<file path="src/rtl/decoder_pkg.sv">
// Shared types for the 2-to-4 decoder pipeline: skid-buffer state enum,
// code/line widths, the {en, code} request word and the one-hot decode function.
// Imported by the interface, the skid buffer and the top.
package decoder_pkg;

    localparam int CODE_W = 2;
    localparam int LINES  = 4;

    typedef enum logic [1:0] {
        EMPTY = 2'd0,
        ONE   = 2'd1,
        FULL  = 2'd2
    } skid_state_e;

    // Word carried through the elastic buffer; decoding happens after it.
    typedef struct packed {
        logic              en;
        logic [CODE_W-1:0] code;
    } dec_req_t;

    function automatic logic [LINES-1:0] decode_onehot(input dec_req_t req);
        logic [LINES-1:0] onehot;
        onehot = '0;
        if (req.en) begin
            onehot[req.code] = 1'b1;
        end
        return onehot;
    endfunction

endpackage

</file>
<file path="src/rtl/decoder2x4_pipe_if.sv">
// Handshake bundle for decoder2x4_pipe: input code stream and decoded output stream.
// master = producer/consumer side (drives in_*, out_ready); slave = the decoder.
// Signals: in_valid/in_ready/in_code/in_en, out_valid/out_ready/out_onehot.
interface decoder2x4_pipe_if;
    import decoder_pkg::*;

    logic              in_valid;
    logic              in_ready;
    logic [CODE_W-1:0] in_code;
    logic              in_en;
    logic              out_valid;
    logic              out_ready;
    logic [LINES-1:0]  out_onehot;

    modport master (
        output in_valid, in_code, in_en, out_ready,
        input  in_ready, out_valid, out_onehot
    );

    modport slave (
        input  in_valid, in_code, in_en, out_ready,
        output in_ready, out_valid, out_onehot
    );

endinterface

</file>
<file path="src/rtl/decoder2x4_pipe_skid_buf.sv">
// skid_buf: two-entry elastic buffer (EMPTY/ONE/FULL), datapath-agnostic, width W.
// Latency 1 edge from accept to out_vld; in_rdy is a flop (no comb path from out_rdy).
// Backpressure: absorbs one extra word while stalled, then drops in_rdy in FULL.
module skid_buf
    import decoder_pkg::*;
#(
    parameter int W = 8
) (
    input  logic         clk,
    input  logic         rst,
    input  logic         in_vld,
    output logic         in_rdy,
    input  logic [W-1:0] in_dat,
    output logic         out_vld,
    input  logic         out_rdy,
    output logic [W-1:0] out_dat
);

    skid_state_e  state_q, state_d;
    logic [W-1:0] out_dat_q, out_dat_d;
    logic [W-1:0] skid_dat_q, skid_dat_d;
    logic         in_rdy_q, in_rdy_d;
    logic         acc;
    logic         ret;

    assign acc = in_vld && in_rdy_q;
    assign ret = (state_q != EMPTY) && out_rdy;

    // State register
    always_ff @(posedge clk or posedge rst) begin
        if (rst) begin
            state_q    <= EMPTY;
            out_dat_q  <= '0;
            skid_dat_q <= '0;
            in_rdy_q   <= 1'b0;
        end else begin
            state_q    <= state_d;
            out_dat_q  <= out_dat_d;
            skid_dat_q <= skid_dat_d;
            in_rdy_q   <= in_rdy_d;
        end
    end

    // Next-state
    always_comb begin
        state_d    = state_q;
        out_dat_d  = out_dat_q;
        skid_dat_d = skid_dat_q;
        unique case (state_q)
            EMPTY: begin
                if (acc) begin
                    state_d   = ONE;
                    out_dat_d = in_dat;
                end
            end
            ONE: begin
                if (acc && !ret) begin
                    state_d    = FULL;
                    skid_dat_d = in_dat;
                end else if (acc && ret) begin
                    out_dat_d = in_dat;
                end else if (ret) begin
                    state_d = EMPTY;
                end
            end
            FULL: begin
                // in_rdy_q is low here, so no accept can coincide.
                if (ret) begin
                    state_d   = ONE;
                    out_dat_d = skid_dat_q;
                end
            end
            default: state_d = EMPTY;
        endcase
        // Ready is registered from the next state so it never depends on out_rdy combinationally.
        in_rdy_d = (state_d != FULL);
    end

    // Outputs
    always_comb begin
        out_vld = (state_q != EMPTY);
        in_rdy  = in_rdy_q;
        out_dat = out_dat_q;
    end

endmodule

</file>
<file path="src/rtl/decoder2x4_pipe.sv">
// decoder2x4_pipe: 2-to-4 one-hot decoder behind a two-entry skid buffer; optional
// per-line saturating hit counters under macro DECODER2X4_HIT_CNT_EN (adds hit_cnt port).
// Latency 1; in_ready registered, low only when both buffer entries hold words.
// Ports: clk, rst (async, active high), bus (decoder2x4_pipe_if.slave), [hit_cnt].
module decoder2x4_pipe
    import decoder_pkg::*;
#(
    parameter int CNT_W = 8
) (
    input  logic                   clk,
    input  logic                   rst,
    decoder2x4_pipe_if.slave       bus
`ifdef DECODER2X4_HIT_CNT_EN
    ,
    output logic [LINES*CNT_W-1:0] hit_cnt
`endif
);

    if (CNT_W < 1) begin : g_bad_cnt_w
        $error("decoder2x4_pipe: CNT_W must be at least 1");
    end

    dec_req_t         in_req;
    dec_req_t         out_req;
    logic             out_vld;
    logic             in_rdy;
    logic [LINES-1:0] onehot;

    assign in_req.en   = bus.in_en;
    assign in_req.code = bus.in_code;

    skid_buf #(
        .W($bits(dec_req_t))
    ) u_skid_buf (
        .clk     (clk),
        .rst     (rst),
        .in_vld  (bus.in_valid),
        .in_rdy  (in_rdy),
        .in_dat  (in_req),
        .out_vld (out_vld),
        .out_rdy (bus.out_ready),
        .out_dat (out_req)
    );

    // Decode after the buffer; an idle output reads as all-zero.
    assign onehot         = out_vld ? decode_onehot(out_req) : '0;
    assign bus.out_onehot = onehot;
    assign bus.out_valid  = out_vld;
    assign bus.in_ready   = in_rdy;

`ifdef DECODER2X4_HIT_CNT_EN
    logic [CNT_W-1:0] hit_cnt_q [LINES];
    logic [CNT_W-1:0] hit_cnt_d [LINES];
    logic             retire;

    assign retire = out_vld && bus.out_ready;

    always_comb begin
        for (int k = 0; k < LINES; k++) begin
            hit_cnt_d[k] = hit_cnt_q[k];
            if (retire && onehot[k] && (hit_cnt_q[k] != {CNT_W{1'b1}})) begin
                hit_cnt_d[k] = hit_cnt_q[k] + CNT_W'(1);
            end
        end
    end

    always_ff @(posedge clk or posedge rst) begin
        if (rst) begin
            for (int k = 0; k < LINES; k++) begin
                hit_cnt_q[k] <= '0;
            end
        end else begin
            for (int k = 0; k < LINES; k++) begin
                hit_cnt_q[k] <= hit_cnt_d[k];
            end
        end
    end

    for (genvar k = 0; k < LINES; k++) begin : g_hit_out
        assign hit_cnt[k*CNT_W +: CNT_W] = hit_cnt_q[k];
    end
`endif

endmodule

</file>
<file path="src/flat_wrapper.sv">
// flat-port wrapper written by rule: the top's interface ports become plain ports
module decoder2x4_pipe_flat import decoder_pkg::*;
#(
    parameter int CNT_W = 8
)
  (clk, rst, bus_in_valid, bus_in_code, bus_in_en, bus_out_ready, bus_in_ready, bus_out_valid, bus_out_onehot);
  decoder2x4_pipe_if bus_i ();
  input  logic clk;
  input  logic rst;
  input wire logic [$bits(bus_i.in_valid)-1:0] bus_in_valid;
  input wire logic [$bits(bus_i.in_code)-1:0] bus_in_code;
  input wire logic [$bits(bus_i.in_en)-1:0] bus_in_en;
  input wire logic [$bits(bus_i.out_ready)-1:0] bus_out_ready;
  output wire logic [$bits(bus_i.in_ready)-1:0] bus_in_ready;
  output wire logic [$bits(bus_i.out_valid)-1:0] bus_out_valid;
  output wire logic [$bits(bus_i.out_onehot)-1:0] bus_out_onehot;
  assign bus_i.in_valid = bus_in_valid;
  assign bus_i.in_code = bus_in_code;
  assign bus_i.in_en = bus_in_en;
  assign bus_i.out_ready = bus_out_ready;
  assign bus_in_ready = bus_i.in_ready;
  assign bus_out_valid = bus_i.out_valid;
  assign bus_out_onehot = bus_i.out_onehot;
  decoder2x4_pipe #(.CNT_W(CNT_W)) u_core (.clk(clk), .rst(rst), .bus(bus_i));
endmodule
</file>
<file path="config.mk">
export PLATFORM = sky130hd
export DESIGN_NAME = decoder2x4_pipe_flat
export DESIGN_NICKNAME = d
export VERILOG_FILES = /design/src/rtl/decoder_pkg.sv /design/src/rtl/decoder2x4_pipe_if.sv /design/src/rtl/decoder2x4_pipe_skid_buf.sv /design/src/rtl/decoder2x4_pipe.sv /design/src/flat_wrapper.sv
export SDC_FILE = /design/constraint.sdc
export NUM_CORES = 1
export LEC_CHECK = 0
export ABC_AREA = 1
export BUFFER_PORTS_ARGS = -buffer_cell sky130_fd_sc_hd__buf_2
export CORE_AREA = 2 2 39 41
export CTS_CLUSTER_DIAMETER = 100
export DETAILED_ROUTE_END_ITERATION = 10
export DIE_AREA = 0 0 41 43
export PLACE_DENSITY_LB_ADDON = 0.15
export REMOVE_ABC_BUFFERS = 1
export SETUP_SLACK_MARGIN = 0.1
export SLEW_MARGIN = 5
export SYNTH_ARGS = -nofsm -noshare
export SYNTH_HDL_FRONTEND = slang
export SYNTH_HIERARCHICAL = 1
export SYNTH_SLANG_ARGS = --single-unit
</file>
<file path="constraint.sdc">
create_clock -name clk -period 1.5 [get_ports clk]
set_input_delay 0.225 -clock clk [delete_from_list [all_inputs] [get_ports clk]]
set_output_delay 0.225 -clock clk [all_outputs]
set_load 0.005 [all_outputs]
</file>
==> flow_summary.yaml <==
floorplanning:
  die_w_um: 41
  core_area_um2: 1384
  num_rows: 14
  ios: 13
  initial_utilization_pct: 35.80
  dieArea_um2: 1763
  fp.dieH_um: 43
layout:
  drive_above_1_share_pct: 36.14
  nNetsFinal: 91
  diodes: 0
  final_util_pct: 46.02
  fill_cells: 146
  final_area_um2: 636.9
  syn_to_final_growth_pct: 28.54
timing:
  fin_skew_ps: 7.989
  grt_setup_unrepaired: "false"
  hold_viol: 0
  fmax_mhz: 745.3
  finalSetupViolCount: 0
  holdWs_ps: 232.5
  fin_crit_ps: 1342
  post-route-period-util_pct: 89.45
  slew_headroom_pct: 76.43
  final_max_slew_viol_count: 0
  tightest_slew_ps: 353.2
  setup_tns_ps: 0
pwr:
  powerDensity_nw_per_um2: 1883
  peakVddDrop_mv: 0.6797
  p_total_uw: 1199
  power_leakage_uw: 0.0003501
routing:
  first_pass_iters: 4
  ant_nets: 0
  viasPerCell: 4.758
  wl_per_cell_um: 10.23
  drt-initial-drc-count: 12
  dr_total_vias: 471
  wirelength_um: 1013
  drc: 0
clock_network:
  cts_buffer_depth: 2
  clk_pin_slew_ps: 60
  root_buffer: "clkbuf_4"
  numCtsBuffers: 3
  clkLatencyLatePin_ps: 270
  clock-sinks: 9
  h-tree-depth: 1
  cts_tree: "yes"
critical_path:
  endpoint_kind: "output pin"
  criticalPathCategory: "flop to output pin"
  critPathRequiredTime_ps: 1270
  cp.arrival_ps: 1120
  crit_fanout: 5
  reg2reg_slack_ps: 280
  r2r_start: "u_core/u_skid_buf/state_q[1]"
  cp-start-kind: "flop"
  worstRegToRegCells: 5
  r2r_end: "u_core/u_skid_buf/skid_dat_q[2]"
placement:
  port_buffers: 12
  placed_area_um2: 575.6
  dpl.hpwl_um: 768.3
  place.gp.congestion: 0.7845
synthesis:
  yosys.area.top_type: "dfrtp_1"
  yosys_warnings: 6
  netlist.area_leader.share_pct: 45.45
  synth_area_leaders: "dfrtp_1, nand2_1, nand3_1, nand2_4, nand4_1"
  synth_seq_cells: 9
  syn_area_per_cell_um2: 7.742
  syn_area_um2: 495.5
  seq_area_frac_synth_pct: 45.45
  yosysUniqueCellTypes: 12
  synth_cells: 64
min_path:
  holdPathEnd: "u_core/u_skid_buf/skid_dat_q[1]"
  hp-class: "input port to flop"
  hold_path.startpoint: "bus_in_code[1]"
  hold_path_depth: 3
global_routing:
  grt_max_degree: 10
  grt_usage_pct: 14.33
  antenna_found_initial: 0
  overflow: 0
  grt_first_pass_wirelength_um: 1676
  grt_pass1_vias: 453
run_status:
  status: "finished, final reports clean"
run:
  cap_violations: 0
-- routing by layer --
metal	vias to the layer above	global-route usage (%)	wire, µm
li1	242	-	-
met1	211	17.06	444
met3	2	3.141	54
met2	16	22.50	489
met5	-	0	0
met4	0	8.000	24
-- power breakdown --
group	total [µW]	switching (µW)	internal, µW
Combinational	552	332	220
Clock	191	88.4	103
Sequential	456	98.3	358
-- synth_stat cells, drive strengths merged --
cell type and instances:
nand2 30, inv 7, dfrtp 9, nand4 3
a21oi 1, o21ai 1, nand3 8, nor2 5
-- cell families (layout without fill, tap and decap cells) --
family | Yosys count | in the layout | share of synthesized area [%]
buffers and inverters | 7 | 26 | 5.302
AO/OA/AOI/OAI | 2 | 2 | 2.777
AND/OR/NAND/NOR | 46 | 46 | 46.46
flip-flops | 9 | 9 | 45.46
-- registers in the layout (all words and copies together), names as in the netlist --
signal / flops
u_core/u_skid_buf/in_rdy: 1
u_core/u_skid_buf/out_dat: 3
u_core/u_skid_buf/skid_dat_q: 3
u_core/u_skid_buf/state_q: 2
-- layout make-up --
cell class,count,area [µm²],share of cell area (%)
Multi-Input combinational cell,48,246.5,38.70
Clock buffer,4,26.28,4.126
Tap cell,16,20.02,3.143
Timing Repair Buffer,15,85.08,13.36
Sequential cell,9,227.7,35.76
Inverter,7,31.28,4.912
-- critical path, stage by stage, from the launching register on --
cell and delay (ps):
dfrtp_2 430, inv_4 90, nand2_4 70, nand2_2 90, nor2_1 50, buf_2 120
-- timing repair --
| action | CTS | global route |
|---|---|---|
| buffers inserted | 2 | 0 |
| endpoints found under the setup margin | 4 | 4 |
| gates resized for setup | 4 | 1 |
| gates cloned | 0 | 0 |
| hold buffers | 1 | 0 |
| endpoints found under the hold margin | 9 | 0 |
-- how the worst max path moves through the flow --
stage                                 startpoint                end  slack, ps
CTS                 u_core/u_skid_buf/state_q[0]  bus_out_onehot[3]        130
global route        u_core/u_skid_buf/state_q[0]  bus_out_onehot[1]        100
global placement    u_core/u_skid_buf/state_q[1]  bus_out_onehot[3]        330
detailed placement  u_core/u_skid_buf/state_q[0]  bus_out_onehot[3]        300
finish              u_core/u_skid_buf/state_q[0]  bus_out_onehot[3]        160
floorplan           u_core/u_skid_buf/state_q[0]  bus_out_onehot[0]        460
-- layout by cell type, fill, tap and decap left out --
cell           netlist  final
nand2_1             25     24
buf_2                0     12
nand3_1              7      7
dfrtp_1              9      7
nor2_1               5      5
inv_1                4      4
clkbuf_4             0      3
nand2_2              2      3
nand4_1              3      3
nand2_4              3      3
inv_4                0      2
buf_4                0      2
dfrtp_2              0      2
clkbuf_1             0      1
dlygate4sd3_1        0      1
nand3_4              1      1
o21ai_1              1      1
a21oi_2              1      1
inv_2                3      1
-- through the flow --
stage | instances | worst slack, ps
2_1_floorplan | 64 | 460.5
3_5_place_dp | 92 | 304.0
5_1_grt | 99 | 102.5
6_report | 99 | 158.2
4_1_cts | 99 | 134.0
3_3_place_gp | 92 | 334.5
(Power assumes the default switching activity.)
